===== config.mk =====
export PLATFORM = sky130hd
export DESIGN_NAME = fc_layer_engine
export DESIGN_NICKNAME = d
export VERILOG_FILES = /design/src/rtl/fc_pkg.sv /design/src/rtl/fc_sat.sv /design/src/rtl/fc_layer_engine.sv
export SDC_FILE = /design/constraint.sdc
export NUM_CORES = 1
export LEC_CHECK = 0
export CAP_MARGIN = 0
export CORE_ASPECT_RATIO = 0.7
export CORE_MARGIN = 5
export CORE_UTILIZATION = 62
export DETAILED_ROUTE_END_ITERATION = 16
export HOLD_SLACK_MARGIN = 0.06
export PLACE_DENSITY = 0.89
export SLEW_MARGIN = 20
export SYNTH_ARGS = -nofsm -noshare
export SYNTH_HDL_FRONTEND = slang
export SYNTH_SLANG_ARGS = --single-unit

===== constraint.sdc =====
create_clock -name clk -period 8.65 [get_ports clk]
set_input_delay 2.595 -clock clk [delete_from_list [all_inputs] [get_ports clk]]
set_output_delay 2.595 -clock clk [all_outputs]
set_load 0.03 [all_outputs]

===== src/rtl/fc_pkg.sv =====
// Shared state type, default widths and the accumulator-width rule for the FC layer engine.
package fc_pkg;

  localparam int FC_N_IN   = 3136;
  localparam int FC_N_OUT  = 10;
  localparam int FC_IN_W   = 30;
  localparam int FC_WT_W   = 9;
  localparam int FC_B_W    = 9;
  localparam int FC_ACC_W  = 52;
  localparam int FC_OUT_W  = 38;

  typedef enum logic [2:0] {IDLE, LOAD, MAC, SAT, EMIT, FIN} state_t;

  // The sum of N_IN full-width products must never wrap the accumulator.
  function automatic bit acc_w_ok(input int acc_w, input int in_w, input int wt_w, input int n_in);
    return acc_w >= in_w + wt_w + $clog2(n_in);
  endfunction

endpackage


===== src/rtl/fc_sat.sv =====
// Combinational clamp of the accumulator into a signed OUT_W result, flagging any clamp.
// FC_LAYER_ENGINE_RELU_EN: negative sums become 0 and never flag.
module fc_sat #(
  parameter int ACC_W = 52,
  parameter int OUT_W = 38
) (
  input  logic signed [ACC_W-1:0] acc,
  output logic [OUT_W-1:0]        sat_val,
  output logic                    clamped
);

  localparam logic signed [ACC_W-1:0] MAX_V = {{(ACC_W-OUT_W+1){1'b0}}, {(OUT_W-1){1'b1}}};

  always_comb begin
    sat_val = acc[OUT_W-1:0];
    clamped = 1'b0;
    if (acc > MAX_V) begin
      sat_val = MAX_V[OUT_W-1:0];
      clamped = 1'b1;
    end
`ifdef FC_LAYER_ENGINE_RELU_EN
    else if (acc[ACC_W-1]) begin
      sat_val = '0;
    end
`else
    else if (acc < ~MAX_V) begin
      sat_val = ~MAX_V[OUT_W-1:0];
      clamped = 1'b1;
    end
`endif
  end

endmodule


===== src/rtl/fc_layer_engine.sv =====
// Sequential FC layer: one signed MAC per cycle per neuron, bias, saturate (ReLU if FC_LAYER_ENGINE_RELU_EN).
// First result N_IN+2 cycles after LOAD; each result held on out_valid until out_ready, no prefetch.
module fc_layer_engine
  import fc_pkg::*;
#(
  parameter int N_IN  = FC_N_IN,
  parameter int N_OUT = FC_N_OUT,
  parameter int IN_W  = FC_IN_W,
  parameter int WT_W  = FC_WT_W,
  parameter int B_W   = FC_B_W,
  parameter int ACC_W = FC_ACC_W,
  parameter int OUT_W = FC_OUT_W
) (
  input  logic                            clk,
  input  logic                            rst_n,
  input  logic                            start,
  output logic                            busy,
  output logic                            done,
  output logic [$clog2(N_IN)-1:0]         in_addr,
  input  logic [IN_W-1:0]                 in_data,
  output logic [$clog2(N_IN*N_OUT)-1:0]   w_addr,
  input  logic [WT_W-1:0]                 w_data,
  output logic [$clog2(N_OUT)-1:0]        b_addr,
  input  logic [B_W-1:0]                  b_data,
  output logic                            out_valid,
  input  logic                            out_ready,
  output logic [$clog2(N_OUT)-1:0]        out_idx,
  output logic [OUT_W-1:0]                out_data,
  output logic                            ovf
);

  localparam int IA = $clog2(N_IN);
  localparam int WA = $clog2(N_IN*N_OUT);
  localparam int NW = $clog2(N_OUT);
  localparam int PW = IN_W + WT_W;
  localparam logic [IA-1:0] K_LAST = IA'(N_IN-1);
  localparam logic [NW-1:0] N_LAST = NW'(N_OUT-1);

  if (!acc_w_ok(ACC_W, IN_W, WT_W, N_IN)) begin : g_acc_w_check
    $error("fc_layer_engine: ACC_W too narrow for IN_W+WT_W+clog2(N_IN)");
  end

  state_t state, state_nxt;
  logic [NW-1:0] n;
  logic [IA-1:0] k;
  logic signed [ACC_W-1:0] acc;
  logic signed [PW-1:0] prod;
  logic signed [ACC_W-1:0] mac_term;
  logic [OUT_W-1:0] sat_val;
  logic sat_clamped;
  logic n_last;

  assign n_last   = (n == N_LAST);
  assign prod     = PW'($signed(in_data)) * PW'($signed(w_data));
  assign mac_term = ACC_W'(prod) + ((k == '0) ? ACC_W'($signed(b_data)) : '0);

  fc_sat #(.ACC_W(ACC_W), .OUT_W(OUT_W)) u_sat (
    .acc     (acc),
    .sat_val (sat_val),
    .clamped (sat_clamped)
  );

  always_ff @(posedge clk or negedge rst_n) begin
    if (!rst_n) state <= IDLE;
    else        state <= state_nxt;
  end

  always_comb begin
    state_nxt = state;
    busy      = (state != IDLE);
    done      = 1'b0;
    out_valid = 1'b0;
    case (state)
      IDLE: if (start) state_nxt = LOAD;
      LOAD: state_nxt = MAC;
      MAC:  if (k == K_LAST) state_nxt = SAT;
      SAT:  state_nxt = EMIT;
      EMIT: begin
        out_valid = 1'b1;
        if (out_ready) state_nxt = n_last ? FIN : LOAD;
      end
      FIN: begin
        done      = 1'b1;
        state_nxt = IDLE;
      end
      default: state_nxt = IDLE;
    endcase
  end

  // Addresses run one element ahead of k so RAM data lands in the MAC cycle that consumes it.
  always_ff @(posedge clk or negedge rst_n) begin
    if (!rst_n) begin
      n        <= '0;
      k        <= '0;
      acc      <= '0;
      in_addr  <= '0;
      w_addr   <= '0;
      b_addr   <= '0;
      out_idx  <= '0;
      out_data <= '0;
      ovf      <= 1'b0;
    end else begin
      case (state)
        IDLE: if (start) begin
          n       <= '0;
          ovf     <= 1'b0;
          in_addr <= '0;
          w_addr  <= '0;
          b_addr  <= '0;
        end
        LOAD, MAC: begin
          if (state == LOAD) begin
            acc <= '0;
            k   <= '0;
          end else begin
            acc <= acc + mac_term;
            if (k != K_LAST) k <= k + IA'(1);
          end
          if (in_addr != K_LAST) begin
            in_addr <= in_addr + IA'(1);
            w_addr  <= w_addr + WA'(1);
          end
        end
        SAT: begin
          out_data <= sat_val;
          out_idx  <= n;
          if (sat_clamped) ovf <= 1'b1;
        end
        EMIT: if (out_ready && !n_last) begin
          n       <= n + NW'(1);
          in_addr <= '0;
          w_addr  <= WA'((int'(n) + 1) * N_IN);
          b_addr  <= n + NW'(1);
        end
        default: ;
      endcase
    end
  end

endmodule


==> run_results.csv, run 1 <==
group,metric,value,unit
synth,ys_async_sr_fraction,1.00,
clock_tree,hold_buffers,0,
status,error,"[ERROR GRT-0232] Routing congestion too high. Check the congestion heatmap in the GUI.",
floorplanning,die_w,219,microns
clock_tree,root_buffer,"clkbuf_16",
synth,synth_top_family_by_area,"adder cells",
synth,synth.area.mux_share,0.00331,
synth,synthTopCellsByCount,"inv_1, fa_1, nand2_1, and2_1, ha_1",
clock_tree,cts_buffers,17,
placement,io_buffers,128,
placement,dp.final_hpwl,42300,microns
synth,synth_fp_nets,2532,
synth,synth_fa_ha_area_frac,0.379,
global_routing,grt_antenna_before_repair,15,
synth,ys_ff_latch,141,
status,failed_stage,"global routing (5_1_grt)",
timing,crit_endpoint,"acc[49]$_DFFE_PN0N_/D",
synth,syn_area,18900,sq um
placement,placed_cell_area,23400,sq um
global_routing,grt-ovfl-total,8,
floorplanning,io_pins,129,
synth,synth-edff-count,0,
synth,synth.distinct_cells,73,
placement,gp_congestion,0.951,
placement,dp_cells,2837,
synth,yosys_warnings,0,
synth,synthCells,2068,
synth,synthXorXnorAreaFrac,0.0542,
floorplanning,die_h,156,microns
floorplanning,row_count,53,
status,outcome,"did not finish",
synth,yosys.area.top_type,"fa_1",
placement,pre_cts_slack,-2.58,ns
synth,yosysMostFrequentCell,"inv_1",
clock_tree,htreeDepth,4,
synth,synth_area_leaders,"fa_1, dfrtp_1, ha_1",
clock_tree,cts_buffer_depth,2,
global_routing,grt_usage,0.747,
synth,ys_seq_area_frac,0.187,
synth,synthFlopType,"dfrtp_1",
clock_tree,clock_sinks,141,
synth,syn_avg_cell_area,9.15,sq um
floorplanning,initial_core_util,0.630,
global_routing,grt_max_degree,75,
synth,synth_compound_area_frac,0.142,
synth,synth_top_area_share,0.285,
synth,synthSimpleGateAreaFrac,0.157,
timing,worstEndpointType,"sequential cell input",
==> routing by layer <==
metal / GRT overflow / global-route usage
met1: 0 / 0.735
met2: 3 / 0.860
met3: 0 / 0.677
met4: 5 / 0.730
met5: 0 / 0.403
==> per-stage QoR <==
stage	utilization	TNS, ns
3_3_place_gp	0.778	-66.79
2_1_floorplan	-	-19.31
3_5_place_dp	0.778	-73.73
4_1_cts	0.863	-26.19
==> kinds of logic after synthesis <==
family	count (synthesis)
AO/OA/AOI/OAI	408
flip-flops	141
XOR/XNOR	115
AND/OR/NAND/NOR	598
buffers and inverters	388
adder cells (fa/ha/maj)	412
multiplexers	6
==> timing repair <==
item / CTS
setup buffers: 59
pin swaps: 194
cloned: 12
hold endpoints to repair: 0
gates resized for setup: 375
endpoints found under the setup margin: 41
==> inputs of run 2 (changes only) <==
--- a/config.mk
+++ b/config.mk
@@ -6,12 +6,10 @@
 export NUM_CORES = 1
 export LEC_CHECK = 0
 export CAP_MARGIN = 0
-export CORE_ASPECT_RATIO = 0.7
 export CORE_MARGIN = 5
-export CORE_UTILIZATION = 62
+export CORE_UTILIZATION = 40
 export DETAILED_ROUTE_END_ITERATION = 16
-export HOLD_SLACK_MARGIN = 0.06
-export PLACE_DENSITY = 0.89
+export PLACE_DENSITY_LB_ADDON = 0.15
 export SLEW_MARGIN = 20
 export SYNTH_ARGS = -nofsm -noshare
 export SYNTH_HDL_FRONTEND = slang
==> run_results.csv, run 2 <==
group,metric,value,unit
clock_tree,root_buffer,"clkbuf_16",
timing,period_needed,9.80,ns
floorplanning,initial_core_util,0.405,
synth,synth-edff-count,0,
setup_path,cp_max_fo,6,
synth,ys_seq_area_frac,0.187,
placement,gp_congestion,0.879,
final_layout,drive_gt1_frac,0.305,
global_routing,grt_usage,0.212,
setup_path,crit_type,"in -> reg",
floorplanning,io_pins,129,
drt,drt_first_pass_iters,5,
synth,synth_fp_nets,2532,
setup_path,path_buf_inv,4,
drt,wl,54800,microns
setup_path,worstReg2RegStart,"k[0]",
synth,yosysMostFrequentCell,"inv_1",
setup_path,reg2reg_slack,2.71,ns
final_layout,final_common_cell,"buf_4",
floorplanning,row_count,79,
timing,maxSlewHeadroom,0.293,
final_layout,final_cell_mix,"buf_4, inv_1, fa_1",
global_routing,grt_antenna_before_repair,0,
final_layout,largest_reg_flops,52,
clock_tree,clk_latency,0.43,ns
drt,drcViolationCount,0,
global_routing,grt_max_degree,75,
drt,viasPerCell,5.14,
synth,synth_area_leaders,"fa_1, dfrtp_1, ha_1",
setup_path,cp.depth,30,
status,violations,"setup timing",
synth,ys_async_sr_fraction,1.00,
placement,placed_cell_area,23800,sq um
drt,drt_iter0_drc,805,
setup_path,worstPathArrival,10.16,ns
placement,io_buffers,128,
timing,finalWorstSetupSlack,-1.15,ns
final_layout,antenna_cells,0,
setup_path,crit_family,"adder cells",
status,outcome,"complete, but fails checks",
floorplanning,die_w,227,microns
run,maxCapViolCount,0,
setup_path,cp.required,9.01,ns
final_layout,area_growth,42.7,%
timing,setup_violations,32,
setup_path,cp_slowest_cell,"fa_1",
clock_tree,htreeDepth,4,
clock_tree,cts_buffer_depth,2,
floorplanning,core_area,46700,sq um
floorplanning,die_area,51700,sq um
clock_tree,clock_sinks,141,
synth,synth_top_area_share,0.285,
setup_path,start_kind,"primary input",
floorplanning,die_h,227,microns
timing,rsz0062_at_grt,"true",
timing,fmax,102,MHz
synth,synthTopCellsByCount,"inv_1, fa_1, nand2_1, and2_1, ha_1",
global_routing,grt_pass1_vias,16900,
synth,yosys_warnings,0,
drt,avgRoutedWirePerCell,17.3,microns
min_path,hp-class,"reg -> reg",
final_layout,final_nets,3006,
clock_tree,cts_tree,"done",
synth,synth.distinct_cells,73,
final_layout,fin_area,27000,sq um
final_layout,top_regs,"acc: 52 flops, out_data: 38 flops, w_addr: 15 flops",
placement,dp.final_hpwl,41400,microns
clock_tree,cts_buffers,17,
setup_path,r2r_end,"acc[45]",
timing,worst_pin_slew,1.06,ns
setup_path,crit_top_cell,"fa_1",
synth,syn_area,18900,sq um
setup_path,critPathCapture,"acc[51]",
setup_path,critPathMaxStageDelay,0.58,ns
timing,final_max_slew_viol_count,0,
timing,finClkSkew,0.00798,ns
synth,syn_avg_cell_area,9.15,sq um
drt,route.vias.total,16300,
clock_tree,path_clk_slew,0.06,ns
synth,synthCells,2068,
setup_path,endpoint_kind,"flip-flop",
drt,ant_nets,0,
setup_path,critPathLaunch,"w_data[6]",
synth,synthFlopType,"dfrtp_1",
global_routing,grt_pass1_wl,89100,microns
global_routing,grt-ovfl-total,0,
final_layout,regMostFlops,"acc",
synth,yosys.area.top_type,"fa_1",
timing,final_hold_viol_count,0,
timing,finalCritPeriodShare,1.13,
synth,ys_ff_latch,141,
setup_path,r2r_cells,20,
-- run 2: cell counts after synthesis --
No cell type changed its count.
-- run 2: area by class of cell --
cell class                      count  area [sq um]
Clock buffer                       21           460
Sequential cell                   141          3530
Multi-Input combinational cell   1539         15800
Fill cell                        4048         19700
Clock inverter                     11           213
Timing Repair inverter              1          11.3
Timing Repair Buffer              543          5120
Tap cell                          607           759
Inverter                          299          1130
-- run 2: cells by family (layout without fill, tap and decap cells) --
family,Yosys count,after routing,share of synthesized area
compound gates,408,408,0.142
flops,141,141,0.187
fa+ha+maj,412,412,0.379
mux,6,6,0.00331
buf+inv,388,875,0.0771
simple gates,598,598,0.157
xor+xnor,115,115,0.0542
-- run 2: worst min-delay path by stage --
stage               startpoint      endpoint  slack, ns  depth (start not counted)
detailed placement      acc[7]   out_data[7]       0.49                          1
finish                  acc[7]   out_data[7]       0.50                          1
global placement    out_idx[3]    out_idx[3]       0.49                          1
global route            acc[7]   out_data[7]       0.52                          1
floorplan              acc[10]  out_data[10]       0.48                          1
CTS                     acc[7]   out_data[7]       0.50                          1
-- run 2: repair_timing --
action | 4_1_cts | 5_1_grt
setup endpoints to repair | 41 | 39
buffers inserted | 41 | 35
hold endpoints to repair | 0 | 0
resized for setup | 344 | 164
hold buffers | 0 | 0
cloned | 16 | 2
pin swaps | 190 | 124
-- run 2: worst register-to-register path, delay by kind of cell (launching register included) --
kind	cells	cell delay (ns)
adders and majority gates	3	1.24
AOI/OAI and AO/OA	5	1.00
xor gates and xnor gates	1	0.14
and+or+nand+nor	7	2.66
buffers and inverters	4	0.37
DFF	1	0.42
-- run 2: metrics by stage --
stage                     setup TNS [ns]  setup WS (ns)  std cells  utilization  hold slack (ns)
after floorplan                   -19.31          -1.48       2068            -            0.479
after global placement            -64.89          -2.26       3051        0.510            0.489
after detailed placement          -67.08          -2.30       3051        0.510            0.489
after CTS                         -23.47          -1.22       3134        0.562            0.502
after global routing              -32.97          -1.39       3162        0.579            0.518
final                             -25.16          -1.15       3162        0.579            0.498
-- run 2: per-layer routing --
metal,GRT usage,up-vias,share of wire
li1,-,7775,-
met1,0.303,8075,0.47
met2,0.357,354,0.48
met3,0.0188,58,0.036
met4,0.0436,0,0.018
met5,0,-,0
Power of run 2 is not shown: default switching activity piles up to over one toggle a cycle in this logic, so the estimate is an artifact.
